**src/rtl/id_stage_pipe_if.sv**
```systemverilog
// Signal bundle between fetch/write-back and the id_stage_pipe decode stage.
// master = fetch/write-back side, slave = the decode stage itself.
interface id_stage_pipe_if #(
  parameter int DATA_W = 32,
  parameter int REG_AW = 5
);
  logic              if_valid;
  logic [31:0]       instruction;
  logic              flush;
  logic              reg_write_in;
  logic [REG_AW-1:0] write_reg;
  logic [DATA_W-1:0] write_data;
  logic              stall;
  logic              ex_valid;
  logic              ex_reg_write;
  logic              ex_mem_to_reg;
  logic              ex_branch;
  logic              ex_mem_write;
  logic              ex_mem_read;
  logic              ex_alu_src;
  logic              ex_reg_dst;
  logic [1:0]        ex_alu_op;
  logic [DATA_W-1:0] ex_imm;
  logic [DATA_W-1:0] ex_rs_data;
  logic [DATA_W-1:0] ex_rt_data;
  logic [REG_AW-1:0] ex_rs;
  logic [REG_AW-1:0] ex_rt;
  logic [REG_AW-1:0] ex_rd;
  logic              ex_illegal;

  modport master (
    output if_valid, instruction, flush, reg_write_in, write_reg, write_data,
    input  stall, ex_valid, ex_reg_write, ex_mem_to_reg, ex_branch, ex_mem_write,
           ex_mem_read, ex_alu_src, ex_reg_dst, ex_alu_op, ex_imm, ex_rs_data,
           ex_rt_data, ex_rs, ex_rt, ex_rd, ex_illegal
  );

  modport slave (
    input  if_valid, instruction, flush, reg_write_in, write_reg, write_data,
    output stall, ex_valid, ex_reg_write, ex_mem_to_reg, ex_branch, ex_mem_write,
           ex_mem_read, ex_alu_src, ex_reg_dst, ex_alu_op, ex_imm, ex_rs_data,
           ex_rt_data, ex_rs, ex_rt, ex_rd, ex_illegal
  );
endinterface

```
**src/rtl/id_stage_pipe.sv**
```systemverilog
// MIPS-subset decode stage: decode, register file, load-use stall, flush, ID/EX register.
// Optional write-back-to-decode bypass enabled by defining ID_STAGE_BYPASS_EN.
module id_stage_pipe #(
  parameter int DATA_W = 32,
  parameter int NREG   = 32,
  parameter int REG_AW = 5
) (
  input  logic           clk_i,
  input  logic           rst_n_i,
  id_stage_pipe_if.slave pipe
);
  localparam logic [5:0] OP_RTYPE = 6'h00;
  localparam logic [5:0] OP_LW    = 6'h23;
  localparam logic [5:0] OP_SW    = 6'h2B;
  localparam logic [5:0] OP_BEQ   = 6'h04;
  localparam logic [5:0] OP_ADDI  = 6'h08;

  logic [5:0]        opcode;
  logic [REG_AW-1:0] rs, rt, rd;
  logic [DATA_W-1:0] imm, rs_data, rt_data;
  // ctrl packing: {reg_write, mem_to_reg, branch, mem_write, mem_read, alu_src, alu_op[1:0], reg_dst}
  logic [8:0]        ctrl;
  logic              illegal, uses_rt, hazard, load_en;

  logic [DATA_W-1:0] regs_q [NREG];

  logic              ex_valid_q, ex_valid_d;
  logic [8:0]        ex_ctrl_q, ex_ctrl_d;
  logic              ex_illegal_q, ex_illegal_d;
  logic [DATA_W-1:0] ex_imm_q, ex_rs_data_q, ex_rt_data_q;
  logic [REG_AW-1:0] ex_rs_q, ex_rt_q, ex_rd_q;

  assign opcode = pipe.instruction[31:26];
  assign rs     = REG_AW'(pipe.instruction[25:21]);
  assign rt     = REG_AW'(pipe.instruction[20:16]);
  assign rd     = REG_AW'(pipe.instruction[15:11]);

  if (DATA_W > 16) begin : g_sext
    assign imm = {{(DATA_W-16){pipe.instruction[15]}}, pipe.instruction[15:0]};
  end else begin : g_nosext
    assign imm = pipe.instruction[15:0];
  end

  always_comb begin
    ctrl    = '0;
    illegal = 1'b0;
    uses_rt = 1'b0;
    case (opcode)
      OP_RTYPE: begin ctrl = 9'b1_0_0_0_0_0_10_1; uses_rt = 1'b1; end
      OP_LW:          ctrl = 9'b1_1_0_0_1_1_00_0;
      OP_SW:    begin ctrl = 9'b0_0_0_1_0_1_00_0; uses_rt = 1'b1; end
      OP_BEQ:   begin ctrl = 9'b0_0_1_0_0_0_01_0; uses_rt = 1'b1; end
      OP_ADDI:        ctrl = 9'b1_0_0_0_0_1_00_0;
      default:        illegal = 1'b1;
    endcase
  end

  // Entry 0 is never written, so it stays at its reset value of zero.
  for (genvar gi = 0; gi < NREG; gi++) begin : g_reg
    always_ff @(posedge clk_i or negedge rst_n_i) begin
      if (!rst_n_i) begin
        regs_q[gi] <= '0;
      end else if (pipe.reg_write_in && pipe.write_reg != '0 &&
                   pipe.write_reg == REG_AW'(gi)) begin
        regs_q[gi] <= pipe.write_data;
      end
    end
  end

  always_comb begin
    rs_data = (rs == '0) ? '0 : regs_q[rs];
    rt_data = (rt == '0) ? '0 : regs_q[rt];
`ifdef ID_STAGE_BYPASS_EN
    if (pipe.reg_write_in && pipe.write_reg != '0) begin
      if (pipe.write_reg == rs) rs_data = pipe.write_data;
      if (pipe.write_reg == rt) rt_data = pipe.write_data;
    end
`endif
  end

  // Load-use: the load in ID/EX targets a register this instruction actually reads.
  assign hazard = ex_valid_q & ex_ctrl_q[4] & pipe.if_valid & ~pipe.flush &
                  (ex_rt_q != '0) &
                  ((ex_rt_q == rs) | ((ex_rt_q == rt) & uses_rt));
  assign load_en = pipe.if_valid & ~pipe.flush & ~hazard;

  assign ex_valid_d   = load_en;
  assign ex_ctrl_d    = load_en ? ctrl : '0;
  assign ex_illegal_d = load_en & illegal;

  always_ff @(posedge clk_i or negedge rst_n_i) begin
    if (!rst_n_i) begin
      ex_valid_q   <= 1'b0;
      ex_ctrl_q    <= '0;
      ex_illegal_q <= 1'b0;
      ex_imm_q     <= '0;
      ex_rs_data_q <= '0;
      ex_rt_data_q <= '0;
      ex_rs_q      <= '0;
      ex_rt_q      <= '0;
      ex_rd_q      <= '0;
    end else begin
      ex_valid_q   <= ex_valid_d;
      ex_ctrl_q    <= ex_ctrl_d;
      ex_illegal_q <= ex_illegal_d;
      ex_imm_q     <= imm;
      ex_rs_data_q <= rs_data;
      ex_rt_data_q <= rt_data;
      ex_rs_q      <= rs;
      ex_rt_q      <= rt;
      ex_rd_q      <= rd;
    end
  end

  assign pipe.stall         = hazard;
  assign pipe.ex_valid      = ex_valid_q;
  assign pipe.ex_reg_write  = ex_ctrl_q[8];
  assign pipe.ex_mem_to_reg = ex_ctrl_q[7];
  assign pipe.ex_branch     = ex_ctrl_q[6];
  assign pipe.ex_mem_write  = ex_ctrl_q[5];
  assign pipe.ex_mem_read   = ex_ctrl_q[4];
  assign pipe.ex_alu_src    = ex_ctrl_q[3];
  assign pipe.ex_alu_op     = ex_ctrl_q[2:1];
  assign pipe.ex_reg_dst    = ex_ctrl_q[0];
  assign pipe.ex_illegal    = ex_illegal_q;
  assign pipe.ex_imm        = ex_imm_q;
  assign pipe.ex_rs_data    = ex_rs_data_q;
  assign pipe.ex_rt_data    = ex_rt_data_q;
  assign pipe.ex_rs         = ex_rs_q;
  assign pipe.ex_rt         = ex_rt_q;
  assign pipe.ex_rd         = ex_rd_q;
endmodule
```
**src/flat_wrapper.sv**
```systemverilog
// flat-port wrapper written by rule: the top's interface ports become plain ports
module id_stage_pipe_flat 
#(
  parameter int DATA_W = 32,
  parameter int NREG   = 32,
  parameter int REG_AW = 5
)
  (clk_i, rst_n_i, pipe_if_valid, pipe_instruction, pipe_flush, pipe_reg_write_in, pipe_write_reg, pipe_write_data, pipe_stall, pipe_ex_valid, pipe_ex_reg_write, pipe_ex_mem_to_reg, pipe_ex_branch, pipe_ex_mem_write, pipe_ex_mem_read, pipe_ex_alu_src, pipe_ex_reg_dst, pipe_ex_alu_op, pipe_ex_imm, pipe_ex_rs_data, pipe_ex_rt_data, pipe_ex_rs, pipe_ex_rt, pipe_ex_rd, pipe_ex_illegal);
  id_stage_pipe_if #(.DATA_W(DATA_W), .REG_AW(REG_AW)) pipe_i ();
  input  logic clk_i;
  input  logic rst_n_i;
  input wire logic [$bits(pipe_i.if_valid)-1:0] pipe_if_valid;
  input wire logic [$bits(pipe_i.instruction)-1:0] pipe_instruction;
  input wire logic [$bits(pipe_i.flush)-1:0] pipe_flush;
  input wire logic [$bits(pipe_i.reg_write_in)-1:0] pipe_reg_write_in;
  input wire logic [$bits(pipe_i.write_reg)-1:0] pipe_write_reg;
  input wire logic [$bits(pipe_i.write_data)-1:0] pipe_write_data;
  output wire logic [$bits(pipe_i.stall)-1:0] pipe_stall;
  output wire logic [$bits(pipe_i.ex_valid)-1:0] pipe_ex_valid;
  output wire logic [$bits(pipe_i.ex_reg_write)-1:0] pipe_ex_reg_write;
  output wire logic [$bits(pipe_i.ex_mem_to_reg)-1:0] pipe_ex_mem_to_reg;
  output wire logic [$bits(pipe_i.ex_branch)-1:0] pipe_ex_branch;
  output wire logic [$bits(pipe_i.ex_mem_write)-1:0] pipe_ex_mem_write;
  output wire logic [$bits(pipe_i.ex_mem_read)-1:0] pipe_ex_mem_read;
  output wire logic [$bits(pipe_i.ex_alu_src)-1:0] pipe_ex_alu_src;
  output wire logic [$bits(pipe_i.ex_reg_dst)-1:0] pipe_ex_reg_dst;
  output wire logic [$bits(pipe_i.ex_alu_op)-1:0] pipe_ex_alu_op;
  output wire logic [$bits(pipe_i.ex_imm)-1:0] pipe_ex_imm;
  output wire logic [$bits(pipe_i.ex_rs_data)-1:0] pipe_ex_rs_data;
  output wire logic [$bits(pipe_i.ex_rt_data)-1:0] pipe_ex_rt_data;
  output wire logic [$bits(pipe_i.ex_rs)-1:0] pipe_ex_rs;
  output wire logic [$bits(pipe_i.ex_rt)-1:0] pipe_ex_rt;
  output wire logic [$bits(pipe_i.ex_rd)-1:0] pipe_ex_rd;
  output wire logic [$bits(pipe_i.ex_illegal)-1:0] pipe_ex_illegal;
  assign pipe_i.if_valid = pipe_if_valid;
  assign pipe_i.instruction = pipe_instruction;
  assign pipe_i.flush = pipe_flush;
  assign pipe_i.reg_write_in = pipe_reg_write_in;
  assign pipe_i.write_reg = pipe_write_reg;
  assign pipe_i.write_data = pipe_write_data;
  assign pipe_stall = pipe_i.stall;
  assign pipe_ex_valid = pipe_i.ex_valid;
  assign pipe_ex_reg_write = pipe_i.ex_reg_write;
  assign pipe_ex_mem_to_reg = pipe_i.ex_mem_to_reg;
  assign pipe_ex_branch = pipe_i.ex_branch;
  assign pipe_ex_mem_write = pipe_i.ex_mem_write;
  assign pipe_ex_mem_read = pipe_i.ex_mem_read;
  assign pipe_ex_alu_src = pipe_i.ex_alu_src;
  assign pipe_ex_reg_dst = pipe_i.ex_reg_dst;
  assign pipe_ex_alu_op = pipe_i.ex_alu_op;
  assign pipe_ex_imm = pipe_i.ex_imm;
  assign pipe_ex_rs_data = pipe_i.ex_rs_data;
  assign pipe_ex_rt_data = pipe_i.ex_rt_data;
  assign pipe_ex_rs = pipe_i.ex_rs;
  assign pipe_ex_rt = pipe_i.ex_rt;
  assign pipe_ex_rd = pipe_i.ex_rd;
  assign pipe_ex_illegal = pipe_i.ex_illegal;
  id_stage_pipe #(.DATA_W(DATA_W), .NREG(NREG), .REG_AW(REG_AW)) u_core (.clk_i(clk_i), .rst_n_i(rst_n_i), .pipe(pipe_i));
endmodule
```
**config.mk**
```make
export PLATFORM = sky130hd
export DESIGN_NAME = id_stage_pipe_flat
export DESIGN_NICKNAME = d
export VERILOG_FILES = /design/src/rtl/id_stage_pipe_if.sv /design/src/rtl/id_stage_pipe.sv /design/src/flat_wrapper.sv
export SDC_FILE = /design/constraint.sdc
export NUM_CORES = 2
export LEC_CHECK = 0
export BUFFER_PORTS_ARGS = -buffer_cell sky130_fd_sc_hd__buf_4
export CAP_MARGIN = 20
export CELL_PAD_IN_SITES_DETAIL_PLACEMENT = 1
export CELL_PAD_IN_SITES_GLOBAL_PLACEMENT = 2
export CORE_MARGIN = 2
export CORE_UTILIZATION = 27
export CTS_BUF_LIST = sky130_fd_sc_hd__clkbuf_16
export DETAILED_ROUTE_END_ITERATION = 10
export HOLD_SLACK_MARGIN = 0.12
export PLACE_DENSITY = 0.53
export SYNTH_ARGS = -nofsm -noshare
export SYNTH_HDL_FRONTEND = slang
export SYNTH_SLANG_ARGS = --single-unit
```
**constraint.sdc**
```tcl
create_clock -name clk_i -period 5.6 [get_ports clk_i]
set_clock_uncertainty 0.2 [all_clocks]
set_input_delay 1.68 -clock clk_i [delete_from_list [all_inputs] [get_ports clk_i]]
set_output_delay 1.68 -clock clk_i [all_outputs]
set_load 0.01 [all_outputs]
```
==> impl_metrics.env <==
export IMPL_clockBufferDepth=3
export IMPL_pwr_share_seq=0.450
export IMPL_status="complete, no violations"
export IMPL_via_per_inst=5.29
export IMPL_setup_violations=0
export IMPL_required_ns=3.72
export IMPL_syn_inst=3789
export IMPL_async_flop_share=1.00
export IMPL_switching_share=0.278
export IMPL_post_place_ws_ns=0.0424
export IMPL_grt_max_degree=127
export IMPL_p_comb_frac=0.183
export IMPL_post_cts_repair_setup_buffers=0
export IMPL_criticalPathCategory="in -> out"
export IMPL_cts_tree="done"
export IMPL_syn_nets=3863
export IMPL_relSlewSlack=0.247
export IMPL_synthFlopType="dfrtp_1"
export IMPL_multiInputGateArea_um2=26800
export IMPL_drc=0
export IMPL_cts_buffers=142
export IMPL_cp_data_arrival_time_ns=3.56
export IMPL_timing_hold_ws_ns=0.193
export IMPL_grt_pass1_vias=38534
export IMPL_synth_edff_count=0
export IMPL_core_region_area_um2=209000
export IMPL_rows=168
export IMPL_period_share=0.972
export IMPL_syn_area_um2=56800
export IMPL_wirelength_um=214000
export IMPL_synth_top_area_frac=0.495
export IMPL_drt_iter0_drc=2079
export IMPL_avgSynthCellArea_um2=15.0
export IMPL_max_cap_violations=0
export IMPL_fin_area_um2=65900
export IMPL_power_density_nw_per_um2=360
export IMPL_port_buffer_count=196
export IMPL_ir_drop_v=0.000347
export IMPL_switchingPower_uw=6600
export IMPL_post_drt_wl_per_cell_um=31.8
export IMPL_grt_overflow_total=0
export IMPL_via_count=35655
export IMPL_ant_nets=0
export IMPL_gp_congestion=0.743
export IMPL_dp_hpwl_um=124000
export IMPL_slew_violations=0
export IMPL_post_route_worst_setup_slack_ns=0.156
export IMPL_r2r_start="u_core.pipe.ex_rt[1]$_DFF_PN0_"
export IMPL_tightest_slew_ns=1.13
export IMPL_firstDrtPassIters=5
export IMPL_p_clk_frac=0.367
export IMPL_fin_util=0.315
export IMPL_fillCellCount=21607
export IMPL_ys_types=50
export IMPL_yosysMostFrequentCell="dfrtp_1"
export IMPL_synth_seq_area_share=0.495
export IMPL_antenna_found_initial=14
export IMPL_p_int_uw=17100
export IMPL_grt_first_pass_wirelength_um=304000
export IMPL_cp_start_kind="input port"
export IMPL_grt_use_total=0.199
export IMPL_die_h_um=463
export IMPL_ys_warn_count=0
export IMPL_die_w_um=463
export IMPL_start_util=0.271
export IMPL_ys_seq_elements=1122
export IMPL_cts_root_buf="clkbuf_16"
export IMPL_h_tree_depth=4
export IMPL_dpl_cell_area_um2=61600
export IMPL_synth_top_cells_by_count="dfrtp_1, mux2_2, mux4_2"
export IMPL_cts_sinks=1122
export IMPL_critPathCaptureType="output port"
export IMPL_hold_class="reg -> reg"
export IMPL_ff_latch_area_um2=28100
export IMPL_dieArea_um2=214000
export IMPL_holdCritStartpoint="u_core.regs_q[1018]$_DFFE_PN0P_"
export IMPL_yosys_area_top_type="dfrtp_1"
export IMPL_clk_pin_slew_ns=0.06
export IMPL_power_leakage_uw=0.0284
export IMPL_ios=197
export IMPL_setup_tns_ns=0
export IMPL_synthToLayoutAreaGrowth_pct=16.1
export IMPL_fmax_mhz=184
export IMPL_min_period_ns=5.44
export IMPL_crit_path_max_fanout=4
export IMPL_drive_above_1_share=0.484
export IMPL_final_hold_violation_count=0
export IMPL_clk_latency_ns=0.79
export IMPL_rsz0062_at_grt="no"
export IMPL_crit_start="pipe_instruction[26]"
export IMPL_nNetsFinal=3890
export IMPL_synth_area_leaders="dfrtp_1, mux2_2, mux4_2, mux2i_1, a22o_1"
[layout by cell type (no fill, tap or decap), drive strengths merged, types with 45 or more instances in the layout]
cell,instances
a2111oi,62
a211oi,60
a22o,121
buf,348
clkbuf,151
clkinv,53
dfrtp,1122
inv,45
mux2,993
mux2i,254
mux4,386
nor3,78
o221ai,59
o22ai,61
[layer usage]
metal | share of wire | wire length, um | vias up | GRT usage
met3 | 0.046 | 9960 | 346 | 0.0361
met1 | 0.45 | 96100 | 19675 | 0.270
met5 | 0.00019 | 40 | - | 0
met4 | 0.034 | 7220 | 6 | 0.0684
met2 | 0.47 | 101000 | 875 | 0.319
li1 | - | - | 14753 | -
[flip-flops by register name (all words and copies together), names as in the netlist]
signal / flops
u_core.pipe.ex_rt: 5
u_core.pipe.ex_illegal: 1
u_core.pipe.ex_rs: 5
u_core.regs_q: 1024
u_core.pipe.ex_imm: 12
u_core.pipe.ex_rd: 4
u_core.ex_ctrl_q: 6
u_core.pipe.ex_rt_data: 32
u_core.pipe.ex_rs_data: 32
u_core.pipe.ex_valid: 1
[power groups by stage]
stage / combinational, uW / clock (uW) / sequential [uW]
2_1_floorplan: 3150 / 0 / 10400
3_3_place_gp: 4310 / 0 / 10700
3_5_place_dp: 4390 / 0 / 10800
4_1_cts: 4400 / 9030 / 10700
5_1_grt: 4680 / 9350 / 10900
6_report: 4330 / 8720 / 10700
[critical path, stage by stage]
cell and delay [ns]:
buf_4 0.12, or3_1 0.39, or3_1 0.38, a211o_1 0.29, a21oi_2 0.16, nor2b_2 0.27, buf_4 0.15, buf_4 0.11
[cell type report]
type	instances	area share
Sequential cell	1122	0.426
Inverter	2	0.000114
Multi-Input combinational cell	2198	0.407
Tap cell	2805	0.0532
Timing Repair Buffer	350	0.0480
Antenna cell	6	0.000228
Clock buffer	149	0.0566
Clock inverter	102	0.00885
[timing repair]
| action | in CTS | in global routing |
|---|---|---|
| endpoints found under the setup margin | 0 | 1 |
| resized for setup | 0 | 1 |
| hold buffers | 0 | 0 |
[stage by stage]
stage                     cells  total power, uW
after CTS                  6728            24100
after global routing       6730            24900
after global placement     6475            15100
final                      6734            23700
after detailed placement   6477            15200
after floorplan            3789            13600
[final timing paths]
| path | slack, ns | depth (start not counted) | endpoint |
|---|---|---|---|
| worst min-delay path | 0.19 | 0 | u_core.regs_q[1018]$_DFFE_PN0P_ |
| worst max-delay path | 0.16 | 8 | pipe_stall |
| worst min register to register | 0.19 | 0 | u_core.regs_q[1018]$_DFFE_PN0P_ |
| worst max register to register | 2.81 | 5 | u_core.ex_ctrl_q[6]$_DFF_PN0_ |
| max in group asynchronous | 3.21 | 2 | u_core.regs_q[598]$_DFFE_PN0P_ |
| min in group asynchronous | 0.67 | 1 | u_core.regs_q[834]$_DFFE_PN0P_ |
[cells by family after synthesis]
group                  count (synthesis)  synth area share
flip-flops                          1122             0.495
AO/OA/AOI/OAI                        385            0.0549
XOR/XNOR                              10           0.00154
AND/OR/NAND/NOR                      170            0.0158
multiplexers                        1633             0.395
buffers and inverters                469            0.0381
Note: power is estimated with default switching activity, not from simulation.
